## src/rtl/mem_arbiter_if.sv

```systemverilog
// Shared-memory arbiter bus: two requester ports plus the single memory port.
// The slave modport is the arbiter side and the master modport is the requester/memory side.
interface mem_arbiter_if #(
  parameter int unsigned DATA_WIDTH = 16,
  parameter int unsigned ADDR_WIDTH = 6
) ();
  logic                  req0;
  logic                  req1;
  logic                  we0;
  logic                  we1;
  logic [ADDR_WIDTH-1:0] addr0;
  logic [ADDR_WIDTH-1:0] addr1;
  logic [DATA_WIDTH-1:0] wdata0;
  logic [DATA_WIDTH-1:0] wdata1;
  logic                  gnt0;
  logic                  gnt1;
  logic                  ack0;
  logic                  ack1;
  logic [DATA_WIDTH-1:0] rdata;
  logic                  busy;
  logic                  mem_we;
  logic [ADDR_WIDTH-1:0] mem_addr;
  logic [DATA_WIDTH-1:0] mem_wdata;
  logic [DATA_WIDTH-1:0] mem_rdata;

  modport slave (
    input  req0, req1, we0, we1, addr0, addr1, wdata0, wdata1, mem_rdata,
    output gnt0, gnt1, ack0, ack1, rdata, busy, mem_we, mem_addr, mem_wdata
  );

  modport master (
    output req0, req1, we0, we1, addr0, addr1, wdata0, wdata1, mem_rdata,
    input  gnt0, gnt1, ack0, ack1, rdata, busy, mem_we, mem_addr, mem_wdata
  );
endinterface

```

## src/rtl/mem_arbiter.sv

```systemverilog
// Two-requester arbiter in front of one synchronous-read memory port.
// Define MEM_ARB_RR_EN for round-robin arbitration; default is fixed priority to requester 0.
module mem_arbiter #(
  parameter int unsigned DATA_WIDTH = 16,
  parameter int unsigned ADDR_WIDTH = 6
) (
  input  logic          clk,
  input  logic          rst,
  mem_arbiter_if.slave  bus
);

  typedef enum logic [1:0] {IDLE, ISSUE, READ_WAIT, RESP} state_t;

  state_t                state;
  logic                  win_q;
  logic                  wr_q;
  logic                  gnt0_q;
  logic                  gnt1_q;
  logic                  ack0_q;
  logic                  ack1_q;
  logic                  busy_q;
  logic                  mem_we_q;
  logic [ADDR_WIDTH-1:0] mem_addr_q;
  logic [DATA_WIDTH-1:0] mem_wdata_q;
  logic [DATA_WIDTH-1:0] rdata_q;
  logic                  pick_c;

`ifdef MEM_ARB_RR_EN
  logic                  last_q;

  // On a tie the requester not served last wins.
  always_comb begin
    pick_c = ~bus.req0;
    if (bus.req0 && bus.req1) pick_c = ~last_q;
  end
`else
  always_comb begin
    pick_c = ~bus.req0;
  end
`endif

  always_ff @(posedge clk or posedge rst) begin
    if (rst) begin
      state       <= IDLE;
      win_q       <= 1'b0;
      wr_q        <= 1'b0;
      gnt0_q      <= 1'b0;
      gnt1_q      <= 1'b0;
      ack0_q      <= 1'b0;
      ack1_q      <= 1'b0;
      busy_q      <= 1'b0;
      mem_we_q    <= 1'b0;
      mem_addr_q  <= '0;
      mem_wdata_q <= '0;
      rdata_q     <= '0;
`ifdef MEM_ARB_RR_EN
      last_q      <= 1'b1;
`endif
    end else begin
      gnt0_q   <= 1'b0;
      gnt1_q   <= 1'b0;
      ack0_q   <= 1'b0;
      ack1_q   <= 1'b0;
      mem_we_q <= 1'b0;
      case (state)
        IDLE: begin
          if (bus.req0 || bus.req1) begin
            win_q       <= pick_c;
            wr_q        <= pick_c ? bus.we1 : bus.we0;
            mem_we_q    <= pick_c ? bus.we1 : bus.we0;
            mem_addr_q  <= pick_c ? bus.addr1 : bus.addr0;
            mem_wdata_q <= pick_c ? bus.wdata1 : bus.wdata0;
            gnt0_q      <= ~pick_c;
            gnt1_q      <= pick_c;
            busy_q      <= 1'b1;
            state       <= ISSUE;
          end
        end
        ISSUE: begin
`ifdef MEM_ARB_RR_EN
          last_q <= win_q;
`endif
          // Writes complete here; reads wait one cycle for the memory's registered data.
          if (wr_q) begin
            ack0_q <= ~win_q;
            ack1_q <= win_q;
            state  <= RESP;
          end else begin
            state  <= READ_WAIT;
          end
        end
        READ_WAIT: begin
          rdata_q <= bus.mem_rdata;
          ack0_q  <= ~win_q;
          ack1_q  <= win_q;
          state   <= RESP;
        end
        RESP: begin
          busy_q <= 1'b0;
          state  <= IDLE;
        end
        default: begin
          busy_q <= 1'b0;
          state  <= IDLE;
        end
      endcase
    end
  end

  assign bus.gnt0      = gnt0_q;
  assign bus.gnt1      = gnt1_q;
  assign bus.ack0      = ack0_q;
  assign bus.ack1      = ack1_q;
  assign bus.busy      = busy_q;
  assign bus.mem_we    = mem_we_q;
  assign bus.mem_addr  = mem_addr_q;
  assign bus.mem_wdata = mem_wdata_q;
  assign bus.rdata     = rdata_q;

endmodule

```

## src/flat_wrapper.sv

```systemverilog
// flat-port wrapper written by rule: the top's interface ports become plain ports
module mem_arbiter_flat 
#(
  parameter int unsigned DATA_WIDTH = 16,
  parameter int unsigned ADDR_WIDTH = 6
)
  (clk, rst, bus_req0, bus_req1, bus_we0, bus_we1, bus_addr0, bus_addr1, bus_wdata0, bus_wdata1, bus_mem_rdata, bus_gnt0, bus_gnt1, bus_ack0, bus_ack1, bus_rdata, bus_busy, bus_mem_we, bus_mem_addr, bus_mem_wdata);
  mem_arbiter_if #(.DATA_WIDTH(DATA_WIDTH), .ADDR_WIDTH(ADDR_WIDTH)) bus_i ();
  input  logic clk;
  input  logic rst;
  input wire logic [$bits(bus_i.req0)-1:0] bus_req0;
  input wire logic [$bits(bus_i.req1)-1:0] bus_req1;
  input wire logic [$bits(bus_i.we0)-1:0] bus_we0;
  input wire logic [$bits(bus_i.we1)-1:0] bus_we1;
  input wire logic [$bits(bus_i.addr0)-1:0] bus_addr0;
  input wire logic [$bits(bus_i.addr1)-1:0] bus_addr1;
  input wire logic [$bits(bus_i.wdata0)-1:0] bus_wdata0;
  input wire logic [$bits(bus_i.wdata1)-1:0] bus_wdata1;
  input wire logic [$bits(bus_i.mem_rdata)-1:0] bus_mem_rdata;
  output wire logic [$bits(bus_i.gnt0)-1:0] bus_gnt0;
  output wire logic [$bits(bus_i.gnt1)-1:0] bus_gnt1;
  output wire logic [$bits(bus_i.ack0)-1:0] bus_ack0;
  output wire logic [$bits(bus_i.ack1)-1:0] bus_ack1;
  output wire logic [$bits(bus_i.rdata)-1:0] bus_rdata;
  output wire logic [$bits(bus_i.busy)-1:0] bus_busy;
  output wire logic [$bits(bus_i.mem_we)-1:0] bus_mem_we;
  output wire logic [$bits(bus_i.mem_addr)-1:0] bus_mem_addr;
  output wire logic [$bits(bus_i.mem_wdata)-1:0] bus_mem_wdata;
  assign bus_i.req0 = bus_req0;
  assign bus_i.req1 = bus_req1;
  assign bus_i.we0 = bus_we0;
  assign bus_i.we1 = bus_we1;
  assign bus_i.addr0 = bus_addr0;
  assign bus_i.addr1 = bus_addr1;
  assign bus_i.wdata0 = bus_wdata0;
  assign bus_i.wdata1 = bus_wdata1;
  assign bus_i.mem_rdata = bus_mem_rdata;
  assign bus_gnt0 = bus_i.gnt0;
  assign bus_gnt1 = bus_i.gnt1;
  assign bus_ack0 = bus_i.ack0;
  assign bus_ack1 = bus_i.ack1;
  assign bus_rdata = bus_i.rdata;
  assign bus_busy = bus_i.busy;
  assign bus_mem_we = bus_i.mem_we;
  assign bus_mem_addr = bus_i.mem_addr;
  assign bus_mem_wdata = bus_i.mem_wdata;
  mem_arbiter #(.DATA_WIDTH(DATA_WIDTH), .ADDR_WIDTH(ADDR_WIDTH)) u_core (.clk(clk), .rst(rst), .bus(bus_i));
endmodule
```

## config.mk

```make
export PLATFORM = sky130hd
export DESIGN_NAME = mem_arbiter_flat
export DESIGN_NICKNAME = d
export VERILOG_FILES = /design/src/rtl/mem_arbiter_if.sv /design/src/rtl/mem_arbiter.sv /design/src/flat_wrapper.sv
export SDC_FILE = /design/constraint.sdc
export NUM_CORES = 1
export LEC_CHECK = 0
export ABC_CLOCK_PERIOD_IN_PS = 1900
export CORE_AREA = 2 2 81 83
export DETAILED_ROUTE_END_ITERATION = 16
export DIE_AREA = 0 0 83 85
export PLACE_DENSITY = 0.82
export SYNTH_ARGS = -nofsm -noshare
export SYNTH_HDL_FRONTEND = slang
export SYNTH_SLANG_ARGS = --single-unit
```

## constraint.sdc

```tcl
create_clock -name clk -period 1.9 [get_ports clk]
set_input_delay 0.38 -clock clk [delete_from_list [all_inputs] [get_ports clk]]
set_output_delay 0.38 -clock clk [all_outputs]
set_load 0.01 [all_outputs]
```

==> impl_metrics.prom <==
# TYPE chip_impl_metric gauge
chip_impl_metric{name="layoutNonFillerInstCount",unit=""} 361
chip_impl_metric{name="synth_top_area_frac",unit=""} 0.578
chip_impl_info{name="critPathSlowestCell",value="sky130_fd_sc_hd__clkdlybuf4s50_1"} 1
chip_impl_metric{name="post_drt_via_cell_ratio",unit=""} 4.45
chip_impl_metric{name="maxSlewViolCount",unit=""} 0
chip_impl_metric{name="mean_cell_area_of_the_mapped_netlist",unit="um2"} 12.2
chip_impl_info{name="critical_path.startpoint_type",value="register"} 1
chip_impl_metric{name="detail_route.wl_per_cell",unit="um"} 12.9
chip_impl_metric{name="chipWidth",unit="um"} 83
chip_impl_metric{name="slowest_delay",unit="ns"} 0.55
chip_impl_metric{name="grt_max_degree",unit=""} 37
chip_impl_metric{name="cts_sinks",unit=""} 48
chip_impl_metric{name="worst-slew-pin-transition",unit="ns"} 0.433
chip_impl_info{name="cpLargestDelayFamily",value="buffers and inverters"} 1
chip_impl_metric{name="hold_slack",unit="ns"} 0.411
chip_impl_metric{name="max_clock_freq",unit="MHz"} 608
chip_impl_metric{name="route.antenna.remaining_nets",unit=""} 0
chip_impl_metric{name="antenna_violations_before_repair",unit=""} 0
chip_impl_metric{name="number_of_synthesis_warnings",unit=""} 0
chip_impl_metric{name="postCtsSetupBuffers",unit=""} 0
chip_impl_metric{name="vias",unit=""} 1606
chip_impl_metric{name="final-hold-violation-count",unit=""} 0
chip_impl_metric{name="p_int",unit="mW"} 3.12
chip_impl_metric{name="finClkSkew",unit="ns"} 0.0112
chip_impl_metric{name="setup_viol",unit=""} 0
chip_impl_metric{name="core_region_area",unit="um2"} 6200
chip_impl_metric{name="postPlaceCellArea",unit="um2"} 3300
chip_impl_metric{name="final_stage_net_count",unit=""} 353
chip_impl_metric{name="combPwrFrac",unit=""} 0.492
chip_impl_metric{name="initial_utilization",unit=""} 0.335
chip_impl_info{name="timing.critical_path.cells",value="clkdlybuf4s50_1"} 1
chip_impl_info{name="grt_setup_unrepaired",value="false"} 1
chip_impl_metric{name="finalInstanceArea",unit="um2"} 3380
chip_impl_metric{name="crit_required",unit="ns"} 1.52
chip_impl_metric{name="post-route-min-period",unit="ns"} 1.64
chip_impl_metric{name="drc_errors",unit=""} 0
chip_impl_metric{name="wl",unit="um"} 4660
chip_impl_metric{name="worstSkewPairLatency",unit="ns"} 0.30
chip_impl_metric{name="grt_usage",unit=""} 0.134
chip_impl_metric{name="num_io_pins",unit=""} 110
chip_impl_metric{name="synth.ff_latch_count",unit=""} 48
chip_impl_metric{name="standard_cell_rows",unit=""} 29
chip_impl_metric{name="post_synth_instance_area",unit="um2"} 2080
chip_impl_metric{name="htree_levels",unit=""} 2
chip_impl_info{name="status",value="finished, final reports clean"} 1
chip_impl_info{name="timing.critical_path.to_type",value="primary output"} 1
chip_impl_metric{name="clock_power_share",unit=""} 0.127
chip_impl_info{name="hold_path_class",value="in2async"} 1
chip_impl_metric{name="synthCells",unit=""} 170
chip_impl_metric{name="arrival",unit="ns"} 1.26
chip_impl_metric{name="final_min_period_over_clock_period",unit=""} 0.866
chip_impl_metric{name="drt_first_pass_iters",unit=""} 3
chip_impl_metric{name="max-cap-violations",unit=""} 0
chip_impl_metric{name="postCtsHoldBufs",unit=""} 0
chip_impl_metric{name="power_per_cell_area",unit="nW/um2"} 1370
chip_impl_metric{name="sw_frac_of_total",unit=""} 0.326
chip_impl_info{name="tritoncts",value="yes"} 1
chip_impl_metric{name="place.detailed.instances",unit=""} 353
chip_impl_info{name="path_class",value="reg2out"} 1
chip_impl_metric{name="accumulated_negative_setup_slack",unit="ns"} 0
chip_impl_metric{name="chipHeight",unit="um"} 85
chip_impl_metric{name="area_growth_syn_to_layout",unit="%"} 62.7
chip_impl_metric{name="clk_pin_slew",unit="ns"} 0.09
chip_impl_info{name="synth_top_area_cell",value="sky130_fd_sc_hd__dfrtp_1"} 1
chip_impl_metric{name="drt_iter0_markers",unit=""} 58
chip_impl_metric{name="postCtsResizedCells",unit=""} 0
chip_impl_metric{name="mappedNetlistNets",unit=""} 240
chip_impl_metric{name="clk_path_buf_depth",unit=""} 2
chip_impl_metric{name="slew_headroom",unit=""} 0.711
chip_impl_metric{name="grt_pass1_vias",unit=""} 1713
chip_impl_metric{name="drive_gt1_frac",unit=""} 0.127
chip_impl_metric{name="grt_remaining_overflow",unit=""} 0
chip_impl_metric{name="p_leak",unit="nW"} 1.50
chip_impl_info{name="synth_top_cells_by_area",value="sky130_fd_sc_hd__dfrtp_1 (58%), sky130_fd_sc_hd__mux2i_1 (11%), sky130_fd_sc_hd__mux2_2 (8.7%)"} 1
chip_impl_metric{name="dp_hpwl",unit="um"} 3700
chip_impl_metric{name="p_seq_frac",unit=""} 0.381
chip_impl_metric{name="die_area",unit="um2"} 7060
chip_impl_metric{name="tritoncts.num_buffers",unit=""} 5
chip_impl_metric{name="placement.io_buffers",unit=""} 109
chip_impl_metric{name="critPathBufInv",unit=""} 1
chip_impl_metric{name="vdd_ir_drop_max",unit="mV"} 0.773
chip_impl_metric{name="critPathMaxFanout",unit=""} 2
chip_impl_metric{name="globalplace.congestion",unit=""} 0.699
chip_impl_metric{name="switchingPower",unit="mW"} 1.51
chip_impl_metric{name="grt_pass1_wl",unit="um"} 7740
chip_impl_info{name="clock-root-buffer",value="sky130_fd_sc_hd__clkbuf_8"} 1
chip_impl_metric{name="n_antenna_cell",unit=""} 0
chip_impl_metric{name="synth_cell_types",unit=""} 26
chip_impl_metric{name="ys_seq_area_frac",unit=""} 0.578
-- per-layer routing --
layer | up-vias | routed length [um] | track usage
li1 | 803 | - | -
met1 | 748 | 1970 | 0.162
met2 | 51 | 2380 | 0.234
met3 | 4 | 276 | 0.0399
met4 | 0 | 34 | 0.0402
met5 | - | 0 | 0
-- path summary, 6_finish.rpt --
check                                               end  slack (ns)  depth (start not counted)            start
worst max-delay path                           bus_busy        0.26                          1  u_core.bus.busy
worst min-delay path             u_core.bus.mem_addr[1]        0.41                          2              rst
worst max register to register          u_core.state[0]        0.29                          5  u_core.state[0]
worst min register to register          u_core.bus.ack0        0.47                          1     u_core.win_q
max in group asynchronous       u_core.bus.mem_wdata[5]        1.06                          3              rst
min in group clk                        u_core.bus.ack0        0.47                          1     u_core.win_q
-- worst reg2reg max path: stages, from the launching register on --
cell and delay, ns:
sky130_fd_sc_hd__dfrtp_1 0.42, sky130_fd_sc_hd__inv_1 0.13, sky130_fd_sc_hd__ha_1 0.34, sky130_fd_sc_hd__or3b_4 0.45
sky130_fd_sc_hd__o21ai_0 0.09, sky130_fd_sc_hd__a21oi_1 0.09
-- placed cells by master (no fill, tap or decap), types with 2 or more instances in the layout --
cell type and count:
sky130_fd_sc_hd__clkdlybuf4s50_1 109, sky130_fd_sc_hd__dfrtp_1 48, sky130_fd_sc_hd__a21oi_1 2, sky130_fd_sc_hd__buf_4 2, sky130_fd_sc_hd__nor2_1 3, sky130_fd_sc_hd__mux2i_1 22
sky130_fd_sc_hd__buf_12 4, sky130_fd_sc_hd__nand2_1 23, sky130_fd_sc_hd__ha_1 4, sky130_fd_sc_hd__o21ai_1 4, sky130_fd_sc_hd__mux2_2 16, sky130_fd_sc_hd__inv_1 5
sky130_fd_sc_hd__o21ai_0 21, sky130_fd_sc_hd__clkbuf_8 5, sky130_fd_sc_hd__and2_1 2, sky130_fd_sc_hd__clkinv_2 2
-- cell type report --
type | count | area [um2]
fillers | 544 | 2820
flip-flops and latches | 48 | 1200
repair buffers | 115 | 1190
multi-input cells | 107 | 790
well taps | 77 | 96.3
clock buffers | 5 | 68.8
inverters | 6 | 22.5
clock inverters | 3 | 18.8
-- synthesized netlist by cell type (all sizes together) --
master / number
buf: 6
o21ai: 26
mux2: 16
or3b: 1
clkbuf: 3
a22o: 1
mux2i: 22
nor3: 1
nor2b: 1
and3b: 1
inv: 6
and2: 3
a21oi: 2
nor2: 3
ha: 4
a221oi: 1
dfrtp: 48
o2bb2ai: 1
nand2: 24
-- registers in the layout, summed over array words and instances (netlist names) --
register / flops
u_core.wr_q: 1
u_core.bus.mem_addr: 6
u_core.bus.gnt1: 1
u_core.bus.rdata: 16
u_core.bus.busy: 1
u_core.win_q: 1
u_core.bus.gnt0: 1
u_core.bus.ack1: 1
u_core.bus.ack0: 1
u_core.bus.mem_we: 1
u_core.bus.mem_wdata: 16
u_core.state: 2
-- power groups by stage --
stage          registers [mW]  logic, mW  clock network [mW]
6_report                 1.76       2.28               0.588
5_1_grt                  1.83       2.48               0.663
4_1_cts                  1.77       2.33               0.620
3_5_place_dp             1.79       2.32                   0
3_3_place_gp             1.77       2.26                   0
2_1_floorplan            1.97      0.880                   0
-- per-stage QoR --
step	utilization	total power [mW]	worst slack, ns
after floorplan	-	2.85	0.376
after global placement	0.531	4.04	0.180
after detailed placement	0.531	4.11	0.141
after CTS	0.545	4.72	0.242
after global routing	0.545	4.97	0.152
final	0.545	4.63	0.255
-- cells by family (layout without fill, tap and decap cells) --
logic type,after synthesis,count (layout),share of synthesized area
flip-flops,48,48,0.578
multiplexers,38,38,0.193
AND/OR/NAND/NOR,34,34,0.0746
AO/OA/AOI/OAI,31,31,0.0884
buffers and inverters,15,129,0.0427
adder cells (fa/ha/maj),4,4,0.0241
No activity file was read; power rests on OpenSTA's default activity.
